[config.mk]
export PLATFORM = sky130hd
export DESIGN_NAME = dfi_latency_ctrl
export DESIGN_NICKNAME = d
export VERILOG_FILES = /design/src/rtl/dfi_latency_ctrl.sv
export SDC_FILE = /design/constraint.sdc
export NUM_CORES = 1
export LEC_CHECK = 0
export BUFFER_PORTS_ARGS = -buffer_cell sky130_fd_sc_hd__buf_2
export CAP_MARGIN = 20
export CORE_MARGIN = 2
export CORE_UTILIZATION = 44
export CTS_CLUSTER_SIZE = 16
export DETAILED_ROUTE_END_ITERATION = 8
export GPL_TIMING_DRIVEN = 0
export MAX_ROUTING_LAYER = met4
export PLACE_DENSITY = 0.78
export SLEW_MARGIN = 25
export SYNTH_ARGS = -nofsm -noshare
export SYNTH_HDL_FRONTEND = slang
export SYNTH_SLANG_ARGS = --single-unit
[constraint.sdc]
create_clock -name sys_clk -period 1.1 [get_ports sys_clk]
set_clock_uncertainty 0.2 [all_clocks]
set_input_delay 0.22 -clock sys_clk [delete_from_list [all_inputs] [get_ports sys_clk]]
set_output_delay 0.22 -clock sys_clk [all_outputs]
set_load 0.01 [all_outputs]
[src/rtl/dfi_latency_ctrl.sv]
// dfi_latency_ctrl: turns DFI write/read enables into DQ/DQS drive windows,
// DQS preamble/postamble strobes and read-data-valid windows at fixed
// latencies.  Each direction uses a delay line into a burst down-counter
// that reloads on every command, so overlapping windows merge without gaps.
// Build option: define DFI_LATENCY_CTRL_ERR_EN to add the phase_err and
// turn_err detectors; without it both flags are tied low.
module dfi_latency_ctrl #(
    parameter int NPHASES = 2,
    parameter int WRLAT   = 2,
    parameter int RDLAT   = 5,
    parameter int BURST   = 1,
    parameter int WRPHASE = 1,
    parameter int RDPHASE = 0
) (
    input  logic               sys_clk,
    input  logic               sys_rst_n,
    input  logic [NPHASES-1:0] dfi_wrdata_en,
    input  logic [NPHASES-1:0] dfi_rddata_en,
    output logic [NPHASES-1:0] drive_dq,
    output logic [NPHASES-1:0] drive_dqs,
    output logic               dqs_preamble,
    output logic               dqs_postamble,
    output logic [NPHASES-1:0] dfi_rddata_valid,
    output logic               phase_err,
    output logic               turn_err
);

    // counter holds the number of window cycles still owed after the current one
    localparam logic [2:0] BURST_LAST = 3'(BURST - 1);

    logic wr_acc;
    logic rd_acc;

    assign wr_acc = dfi_wrdata_en[WRPHASE];
    assign rd_acc = dfi_rddata_en[RDPHASE];

    // ------------------------------------------------------------------
    // write path
    // ------------------------------------------------------------------
    // wr_sr[k] holds a write accepted k+1 cycles ago
    logic [WRLAT-2:0] wr_sr;
    logic             wr_fire;
    logic             wr_prefire;
    logic [2:0]       wr_cnt;
    logic             wr_on;
    logic             wr_on_nxt;

    // write delay line: one stage per cycle of latency, cleared on reset
    always_ff @(posedge sys_clk) begin
        if (!sys_rst_n) begin
            wr_sr <= '0;
        end else begin
            wr_sr[0] <= wr_acc;
            for (int i = 1; i < WRLAT - 1; i++) begin
                wr_sr[i] <= wr_sr[i-1];
            end
        end
    end

    // fire is the cycle before the first drive cycle; prefire one cycle earlier
    assign wr_fire = wr_sr[WRLAT-2];

    generate
        if (WRLAT == 2) begin : g_wr_pre_direct
            assign wr_prefire = wr_acc;
        end else begin : g_wr_pre_tap
            assign wr_prefire = wr_sr[WRLAT-3];
        end
    endgenerate

    assign wr_on_nxt = wr_fire || (wr_cnt != 3'd0);

    // write burst down-counter, reloaded by each arriving command
    always_ff @(posedge sys_clk) begin
        if (!sys_rst_n) begin
            wr_cnt <= 3'd0;
            wr_on  <= 1'b0;
        end else begin
            if (wr_fire) begin
                wr_cnt <= BURST_LAST;
            end else if (wr_cnt != 3'd0) begin
                wr_cnt <= wr_cnt - 3'd1;
            end
            wr_on <= wr_on_nxt;
        end
    end

    // DQS framing: preamble only ahead of a fresh window, postamble on the falling edge of one
    always_ff @(posedge sys_clk) begin
        if (!sys_rst_n) begin
            dqs_preamble  <= 1'b0;
            dqs_postamble <= 1'b0;
        end else begin
            dqs_preamble  <= wr_prefire && !wr_on_nxt;
            dqs_postamble <= wr_on && !wr_on_nxt;
        end
    end

    assign drive_dq  = {NPHASES{wr_on}};
    assign drive_dqs = {NPHASES{wr_on}};

    // ------------------------------------------------------------------
    // read path
    // ------------------------------------------------------------------
    logic       rd_fire;
    logic [2:0] rd_cnt;
    logic       rd_on;

`ifdef DFI_LATENCY_CTRL_ERR_EN
    logic rd_pend;
`endif

    generate
        if (RDLAT == 1) begin : g_rd_direct
            assign rd_fire = rd_acc;
`ifdef DFI_LATENCY_CTRL_ERR_EN
            assign rd_pend = 1'b0;
`endif
        end else begin : g_rd_dly
            logic [RDLAT-2:0] rd_sr;

            // read delay line, same structure as the write side
            always_ff @(posedge sys_clk) begin
                if (!sys_rst_n) begin
                    rd_sr <= '0;
                end else begin
                    rd_sr[0] <= rd_acc;
                    for (int i = 1; i < RDLAT - 1; i++) begin
                        rd_sr[i] <= rd_sr[i-1];
                    end
                end
            end

            assign rd_fire = rd_sr[RDLAT-2];
`ifdef DFI_LATENCY_CTRL_ERR_EN
            assign rd_pend = |rd_sr;
`endif
        end
    endgenerate

    // read burst down-counter, reloaded by each arriving command
    always_ff @(posedge sys_clk) begin
        if (!sys_rst_n) begin
            rd_cnt <= 3'd0;
            rd_on  <= 1'b0;
        end else begin
            if (rd_fire) begin
                rd_cnt <= BURST_LAST;
            end else if (rd_cnt != 3'd0) begin
                rd_cnt <= rd_cnt - 3'd1;
            end
            rd_on <= rd_fire || (rd_cnt != 3'd0);
        end
    end

    assign dfi_rddata_valid = {NPHASES{rd_on}};

    // ------------------------------------------------------------------
    // error detection
    // ------------------------------------------------------------------
`ifdef DFI_LATENCY_CTRL_ERR_EN
    logic [NPHASES-1:0] wr_other;
    logic [NPHASES-1:0] rd_other;
    logic               wr_busy;
    logic               rd_busy;

    // a direction is busy from acceptance until the last window cycle
    assign wr_busy = (|wr_sr) || wr_on;
    assign rd_busy = rd_pend || rd_on;

    // strip the accepted phase so only stray enables remain
    always_comb begin
        wr_other          = dfi_wrdata_en;
        rd_other          = dfi_rddata_en;
        wr_other[WRPHASE] = 1'b0;
        rd_other[RDPHASE] = 1'b0;
    end

    // one-cycle error pulses registered the cycle after the offending command
    always_ff @(posedge sys_clk) begin
        if (!sys_rst_n) begin
            phase_err <= 1'b0;
            turn_err  <= 1'b0;
        end else begin
            phase_err <= (|wr_other) || (|rd_other);
            turn_err  <= (rd_acc && (wr_acc || wr_busy)) || (wr_acc && rd_busy);
        end
    end
`else
    assign phase_err = 1'b0;
    assign turn_err  = 1'b0;
`endif

endmodule

# Word level (Yosys, flattened, before mapping)
# Cells that the tools add are included.
[totals] ff_bits=15
[op_classes] addsub=2 bitwise_logic=1 n_reduce_logical=9
[op_table] op="$reduce_bool 3->1" n=2
[op_table] op="$sub 3x1->3 const B" n=2
[op_table] op="$reduce_or 2->1" n=2
[op_table] op="$logic_and 1x1->1" n=2
[op_table] op="$logic_or 1x1->1" n=2
[op_table] op="$logic_not 1->1" n=1
[op_table] op="$not 1->1" n=1

# Depth between registers and ports, before layout
# Gate-level depths: netlist (run 1).
[logic_depth] depth_word=4 ltp_mapped=5 depth_no_buf=5

# Worst setup path after synthesis (run 1)
# OpenSTA, ideal clock, no wires.
[synth_path] kind="reg2reg" from="reg wr_cnt[0]" to="reg dqs_preamble" arrival_time_ns=0.951 required_time_ns=0.784 path_slack_ns=-0.167 stages_incl_launch_ff=5 path_buffers=0 path_cell_list="dfxtp_1 > inv_1 > ha_1 > nor3b_2 > and2_2"
[synth_via] elab_chain_len=4
[synth_rtl] item="from (decl)" line="44" rtl="logic [2:0] wr_cnt;"
[synth_rtl] item="from (signal assigned)" line="82" rtl="wr_cnt <= wr_cnt - 3'd1;"
[synth_rtl] item="$reduce_bool 3->1" line="71" rtl="assign wr_on_nxt = wr_fire || (wr_cnt != 3'd0);"
[synth_rtl] item="$logic_or 1x1->1" line="71"
[synth_rtl] item="$logic_not 1->1" line="94" rtl="dqs_preamble <= wr_prefire && !wr_on_nxt;"
[synth_rtl] item="$logic_and 1x1->1" line="94"
[synth_rtl] item="to (signal assigned)" line="94"
[synth_rtl] item="to (decl)" line="21" rtl="output logic dqs_preamble,"
# Every way passes these cells.
# A chain may end at the register's enable or synchronous reset.

# Worst setup path in the final report (run 1)
[layout_path] from="reg wr_on" to="out drive_dq[1]"
[layout_rtl] item="from (decl)" line="45" rtl="logic wr_on;"
[layout_rtl] item="from (signal assigned)" line="84" rtl="wr_on <= wr_on_nxt;"
[layout_rtl] item="to (decl)" line="19" rtl="output logic [NPHASES-1:0] drive_dq,"
# No word-level cell between the ends.

==> results of run 1 <==
## how the worst max path moves through the flow
stage	slack, ns	to	cells past startpoint	startpoint
4_1_cts	-0.19	drive_dq[0]	2	wr_on$_SDFF_PN0_
5_1_grt	-0.23	drive_dq[1]	2	wr_on$_SDFF_PN0_
6_report	-0.18	drive_dq[1]	2	wr_on$_SDFF_PN0_
3_3_place_gp	-0.08	dqs_postamble$_SDFF_PN0_	4	wr_cnt[1]$_SDFFE_PP0P_
3_5_place_dp	-0.08	dqs_postamble$_SDFF_PN0_	4	wr_cnt[1]$_SDFFE_PP0P_
2_1_floorplan	-0.04	dqs_postamble$_SDFF_PN0_	4	wr_cnt[1]$_SDFFE_PP0P_
## registers in the layout, summed over array words and instances, names as in the netlist
signal	count
rd_cnt	3
wr_cnt	3
wr_on	1
dqs_postamble	1
dqs_preamble	1
rd_on	1
g_rd_dly.rd_sr	4
wr_fire	1
## synth_stat cells
| master | n | share of area, % |
|---|---|---|
| nand2b_2 | 1 | 1.4 |
| mux2i_1 | 1 | 1.6 |
| nand2b_1 | 2 | 2.0 |
| nor2_1 | 6 | 3.6 |
| nor3b_2 | 1 | 2.0 |
| and2_2 | 1 | 1.2 |
| a211oi_2 | 2 | 4.0 |
| and2_1 | 5 | 4.9 |
| ha_1 | 4 | 7.9 |
| and3_1 | 1 | 0.99 |
| nor2b_1 | 1 | 0.99 |
| nand2b_4 | 1 | 2.2 |
| inv_1 | 5 | 3.0 |
| dfxtp_1 | 15 | 47 |
| conb_1 | 1 | 0.59 |
| nor3b_1 | 1 | 1.2 |
| buf_4 | 8 | 9.5 |
| nor2_2 | 1 | 0.99 |
| o21a_1 | 1 | 1.2 |
| a21oi_1 | 1 | 0.79 |
| xnor2_1 | 2 | 2.8 |
## metal layers
metal | GRT usage, % | vias up | share of wire, %
li1 | - | 223 | -
met1 | 13.3 | 214 | 35
met2 | 29.1 | 10 | 58
met3 | 6.96 | 3 | 4.9
met4 | 9.68 | 0 | 2.2
met5 | - | - | 0
## metrics by stage
stage          cells  setup WS, ns  instance area, um^2  util [%]  hold slack, ns
2_1_floorplan     62       -0.0388                  681         -           0.137
3_3_place_gp      88       -0.0765                  754      57.3           0.215
3_5_place_dp      88       -0.0846                  754      57.3           0.219
4_1_cts           97        -0.194                  920      69.8        -0.00893
5_1_grt           97        -0.229                  937      71.1         -0.0168
6_report          97        -0.185                  937      71.1        -0.00568
## power groups by stage
stage | logic [uW] | registers (uW) | clock network [uW]
after floorplan | 884 | 796 | 0
after global placement | 1050 | 795 | 0
after detailed placement | 1100 | 800 | 0
after CTS | 1470 | 809 | 324
after global routing | 1660 | 850 | 351
final | 1520 | 828 | 303
## cells by family after synthesis
family / Yosys count
compound gates: 4
xor+xnor: 2
fa+ha+maj: 4
buf+inv: 13
flops: 15
mux: 1
other cells: 1
simple gates: 21
## final cells by class
type                       instances  area (um^2)
tap                               15         18.8
clock buffer                       4         26.3
timing repair buffer              16          139
buffer                             8         67.6
multi-input combinational         34          350
sequential                        15          309
fill                             106          380
inverter                           5         26.3
## what timing repair did
action / 4_1_cts / 5_1_grt
setup buffers: 4 / 0
endpoints found under the setup margin: 17 / 18
hold endpoints to repair: 2 / 1
pin swaps: 5 / 3
resized for setup: 20 / 5
==> out/results.ini, run 1 <==
[critical_path]
cp_max_fo = 5
cp-start-kind = register
critPathMaxStageDelay_ns = 0.34
r2r.worst_path.cells = 4
r2r_setup_slack_ns = -0.10
cpMaxStageDelayCell = dfxtp_2
path_class = reg2out
cp_top_family = flip-flops
crit_path_end_kind = output port
required_ns = 0.68
path_cells = buf_4 -> buf_6
rr_startpoint = wr_cnt[0]$_SDFFE_PP0P_
crit_arrival_ns = 0.86
path_buf_inv = 2
rr_endpoint = dqs_postamble$_SDFF_PN0_

[global_routing]
grt_overflow = 0
grtUsageTotal_pct = 16.1
grt_max_degree = 11
antenna_found_initial = 0
grt_first_pass_wirelength_um = 1940
grt_pass1_vias = 456

[power]
switching_share_pct = 34.1
intPower_uw = 1750
ir_drop_v = 0.00150
p_per_area_nw_per_um2 = 2830
seq_power_share_pct = 31.2
power_switching_uw = 905
power.total_uw = 2650
pwr-share-clk_pct = 11.4
p_leak_uw = 0.000422
combPwrFrac_pct = 57.4

[yosys]
ys_seq_elements = 15
synth-xor-area-share_pct = 2.77
synth.distinct_cells = 21
synth-adder-area-share_pct = 7.91
synth_compound_area_share_pct = 5.93
netlist_area_um2 = 633
synth_mux_area_share_pct = 1.58
ys.warnings.count = 0
synth_cells = 61
synth_top_family_by_area = simple AND/OR/NAND/NOR gates
seq_area_frac_synth_pct = 47.4
syn_avg_cell_area_um2 = 10.4
synth_simple_gate_area_share_pct = 21.3

[layout]
final_nets = 93
layout-drive-gt1-share_pct = 64.6
final_common_cell = buf_4
area_growth_pct = 48.0
mostFrequentLayoutCells = buf_4 (10), buf_6 (9), dfxtp_1 (8)
n_antenna_cell = 0

[run]
drv_cap = 0

[place]
port_buffers = 11
dpl.hpwl_um = 653
gp_congestion = 0.646

[route]
post_drt_wl_per_cell_um = 11.2
vias_per_cell = 4.64
wl_um = 1080
post-route-drc-count = 0
ant_nets = 0
route.vias.total = 450
first_iter_violations = 1
drt_first_pass_iters = 2

[cts]
cts_num_sinks = 15
cts_htree_levels = 1
clockBufferDepth = 2
clock_latency_ns = 0.28
cts_hold_buf = 1
path_clk_slew_ns = 0.07
cts_buffers = 3
cts_root_buf = clkbuf_4
cts_tree = yes

[min_path]
min_to = wr_fire$_SDFF_PN0_
hp-class = in2reg
holdPathStages = 2
hp-start = dfi_wrdata_en[1]

[floorplan]
ioPinCount = 16
start_util_pct = 48.1
core_um2 = 1320
die_x_um = 41.9
dieArea_um2 = 1760
rows = 13
fp.dieH_um = 41.9

[timing]
tns_ns = -1.62
slew_violations = 0
setup_ws_ns = -0.185
hold_viol = 1
setup_violations = 17
hold_ws_ns = -0.00568
period_needed_ns = 1.28
fmax_mhz = 778
rsz0062_at_grt = true
min_period_over_period_pct = 117

[outcome]
outcome = complete, but fails checks
violations = negative hold slack, negative setup slack

Power figures use the tool's default switching activity.
==> inputs of run 2 (changes only) <==
--- a/config.mk
+++ b/config.mk
@@ -5,10 +5,11 @@
 export SDC_FILE = /design/constraint.sdc
 export NUM_CORES = 1
 export LEC_CHECK = 0
+export ABC_AREA = 1
 export BUFFER_PORTS_ARGS = -buffer_cell sky130_fd_sc_hd__buf_2
 export CAP_MARGIN = 20
 export CORE_MARGIN = 2
-export CORE_UTILIZATION = 44
+export CORE_UTILIZATION = 45
 export CTS_CLUSTER_SIZE = 16
 export DETAILED_ROUTE_END_ITERATION = 8
 export GPL_TIMING_DRIVEN = 0
==> run 2 against run 1 <==
  * The run ends with negative setup slack left
  * First-iteration DRC count rose by 100%
  * Synthesized area rose by 13%
  * Synthesized cell count grew 43%
  * Cell count is 33% higher
  * Die area increased by 9.3%
  * Setup slack worse by 0.014 ns
  * Hold slack better by 0.087 ns
  * Combinational power fell by 93%
  * Critical path type unchanged
  * Largest cell class unchanged
==> out/results.ini, run 2 <==
[outcome]
outcome = complete, but fails checks
violations = negative setup slack

[place]
dpl.hpwl_um = 768
placed_cell_area_um2 = 803
port_buffers = 10
gp_congestion = 0.720
pre_cts_ws_ns = -0.128
dp.cells = 114

[cts]
path_clk_slew_ns = 0.09
cts_buffers = 3
cts_tree = yes
clock_latency_ns = 0.28
clockBufferDepth = 2
cts_num_sinks = 15
cts_root_buf = clkbuf_4
cts_htree_levels = 1

[layout]
final_nets = 124
regMostFlops = g_rd_dly.rd_sr
final_cells = 129
reg_top3 = g_rd_dly.rd_sr (4), rd_cnt (3), wr_cnt (3)
final_common_cell = buf_6
n_antenna_cell = 0
area_growth_pct = 59.5
post-route-util_pct = 76.6
stdcell_area_um2 = 1140
largest_reg_flops = 4
num-fill-cells = 101
layout-drive-gt1-share_pct = 63.7
mostFrequentLayoutCells = buf_6 (18), inv_1 (11), nand2_1 (10)

[global_routing]
grt_overflow = 0
grt_first_pass_wirelength_um = 2000
busiest_layer = met2
antenna_found_initial = 0
met1_usage_pct = 17.1
grt_max_degree = 10
grt_pass1_vias = 464
use_met2_pct = 25.3
use_met3_pct = 6.25
grtUsageTotal_pct = 15.0

[route]
first_iter_violations = 2
post_drt_wl_per_cell_um = 11.3
route.vias.total = 567
wl_um = 1460
post-route-drc-count = 0
ant_nets = 0
vias_per_cell = 4.40
drt_first_pass_iters = 2

[critical_path]
cp-start-kind = register
path_cells = buf_6 -> buf_6
cp_max_fo = 5
crit_arrival_ns = 0.88
path_class = reg2out
cpMaxStageDelayCell = dfxtp_4
required_ns = 0.68
cpMostUsedCell = buf_6
critPathMaxStageDelay_ns = 0.38
crit_path_end_kind = output port

[power]
ir_drop_v = 0.000783
p_leak_uw = 0.000583
p_per_area_nw_per_um2 = 856

[timing]
rsz0062_at_grt = true
hold_viol = 0
slew_violations = 0
setup_ws_ns = -0.198
min_period_over_period_pct = 118
hold_ws_ns = 0.0815
period_needed_ns = 1.30
setup_violations = 20
fmax_mhz = 770

[floorplan]
ioPinCount = 16
fp.dieH_um = 43.8
rows = 14
die_x_um = 43.8
dieArea_um2 = 1920
start_util_pct = 48.0
core_um2 = 1490

[yosys]
ys_seq_elements = 15
post-synth-top-count-cell = inv_1
synth_edf_count = 0
synth.distinct_cells = 15
synth_cells = 87
syn_avg_cell_area_um2 = 8.21
netlist_area_um2 = 714
ys_top_cells_by_area = dfxtp_1 (42%), inv_1 (9.5%), buf_4 (8.4%)
ys.warnings.count = 0
postSynth.asyncResetShare_pct = 0
synth_ff_type = dfxtp_1
yosys-top-cells-count = inv_1 (18), dfxtp_1 (15), nand2_1 (14)
synth_top_area_share_pct = 42.0
seq_area_frac_synth_pct = 42.0
synth_top_area_cell = dfxtp_1

[run]
drv_cap = 0

[min_path]
hp-class = in2reg

==> run 2: logic make-up after synthesis <==
kind of cell | count (synthesis) | share of synthesized area [%]
fa+ha+maj | 4 | 7.01
simple gates | 36 | 26.6
flops | 15 | 42.0
xor+xnor | 2 | 2.45
compound gates | 1 | 0.700
buf+inv | 28 | 20.7
other cells | 1 | 0.525
==> run 2: path summary, 6_finish.rpt <==
path / startpoint / endpoint / slack (ns) / cells past startpoint
min: sys_rst_n / rd_cnt[1]$_SDFFE_PP0P_ / 0.08 / 5
max: wr_on$_SDFF_PN0_ / drive_dqs[0] / -0.20 / 2
min reg2reg: g_rd_dly.rd_sr[2]$_SDFF_PN0_ / g_rd_dly.rd_sr[3]$_SDFF_PN0_ / 0.23 / 2
max reg2reg: wr_cnt[1]$_SDFFE_PP0P_ / wr_cnt[0]$_SDFFE_PP0P_ / -0.14 / 7
==> run 2: what timing repair did <==
| item | 4_1_cts | 5_1_grt |
|---|---|---|
| hold buffers | 3 | 2 |
| buffers inserted | 5 | 2 |
| gates resized for setup | 37 | 23 |
| setup endpoints to repair | 17 | 23 |
| endpoints found under the hold margin | 8 | 6 |
| pin swaps | 12 | 18 |
==> run 2: metrics by stage <==
| stage | power, uW | setup TNS (ns) |
|---|---|---|
| 3_3_place_gp | 645 | -0.271 |
| 2_1_floorplan | 630 | -0.0272 |
| 4_1_cts | 972 | -1.49 |
| 6_report | 976 | -1.79 |
| 5_1_grt | 1020 | -2.54 |
| 3_5_place_dp | 647 | -0.484 |
==> run 2: worst max-delay path, delay by kind of cell (launching register included) <==
family,cells,cell delay [ns]
buffers and inverters,2,0.23
DFF,1,0.38
==> run 2: layout make-up <==
type	instances	area (um^2)	area share, %
timing repair buffer	21	199	17.5
buffer	9	93.8	8.23
tap	16	20.0	1.76
sequential	15	312	27.3
inverter	19	91.3	8.01
multi-input combinational	45	397	34.8
clock inverter	1	5.00	0.439
clock buffer	3	22.5	1.98
==> run 2: routing by layer <==
layer / vias to the layer above / wire, um
met5: - / 0
met4: 0 / 9
met3: 2 / 58
li1: 292 / -
met1: 258 / 592
met2: 15 / 803
==> run 2: where the power goes <==
group | total (uW) | switching, uW | internal, uW
clock | 314 | 180 | 135
sequential | 562 | 9.14 | 553
combinational | 99.4 | 41.7 | 57.7
total | 976 | 230 | 745
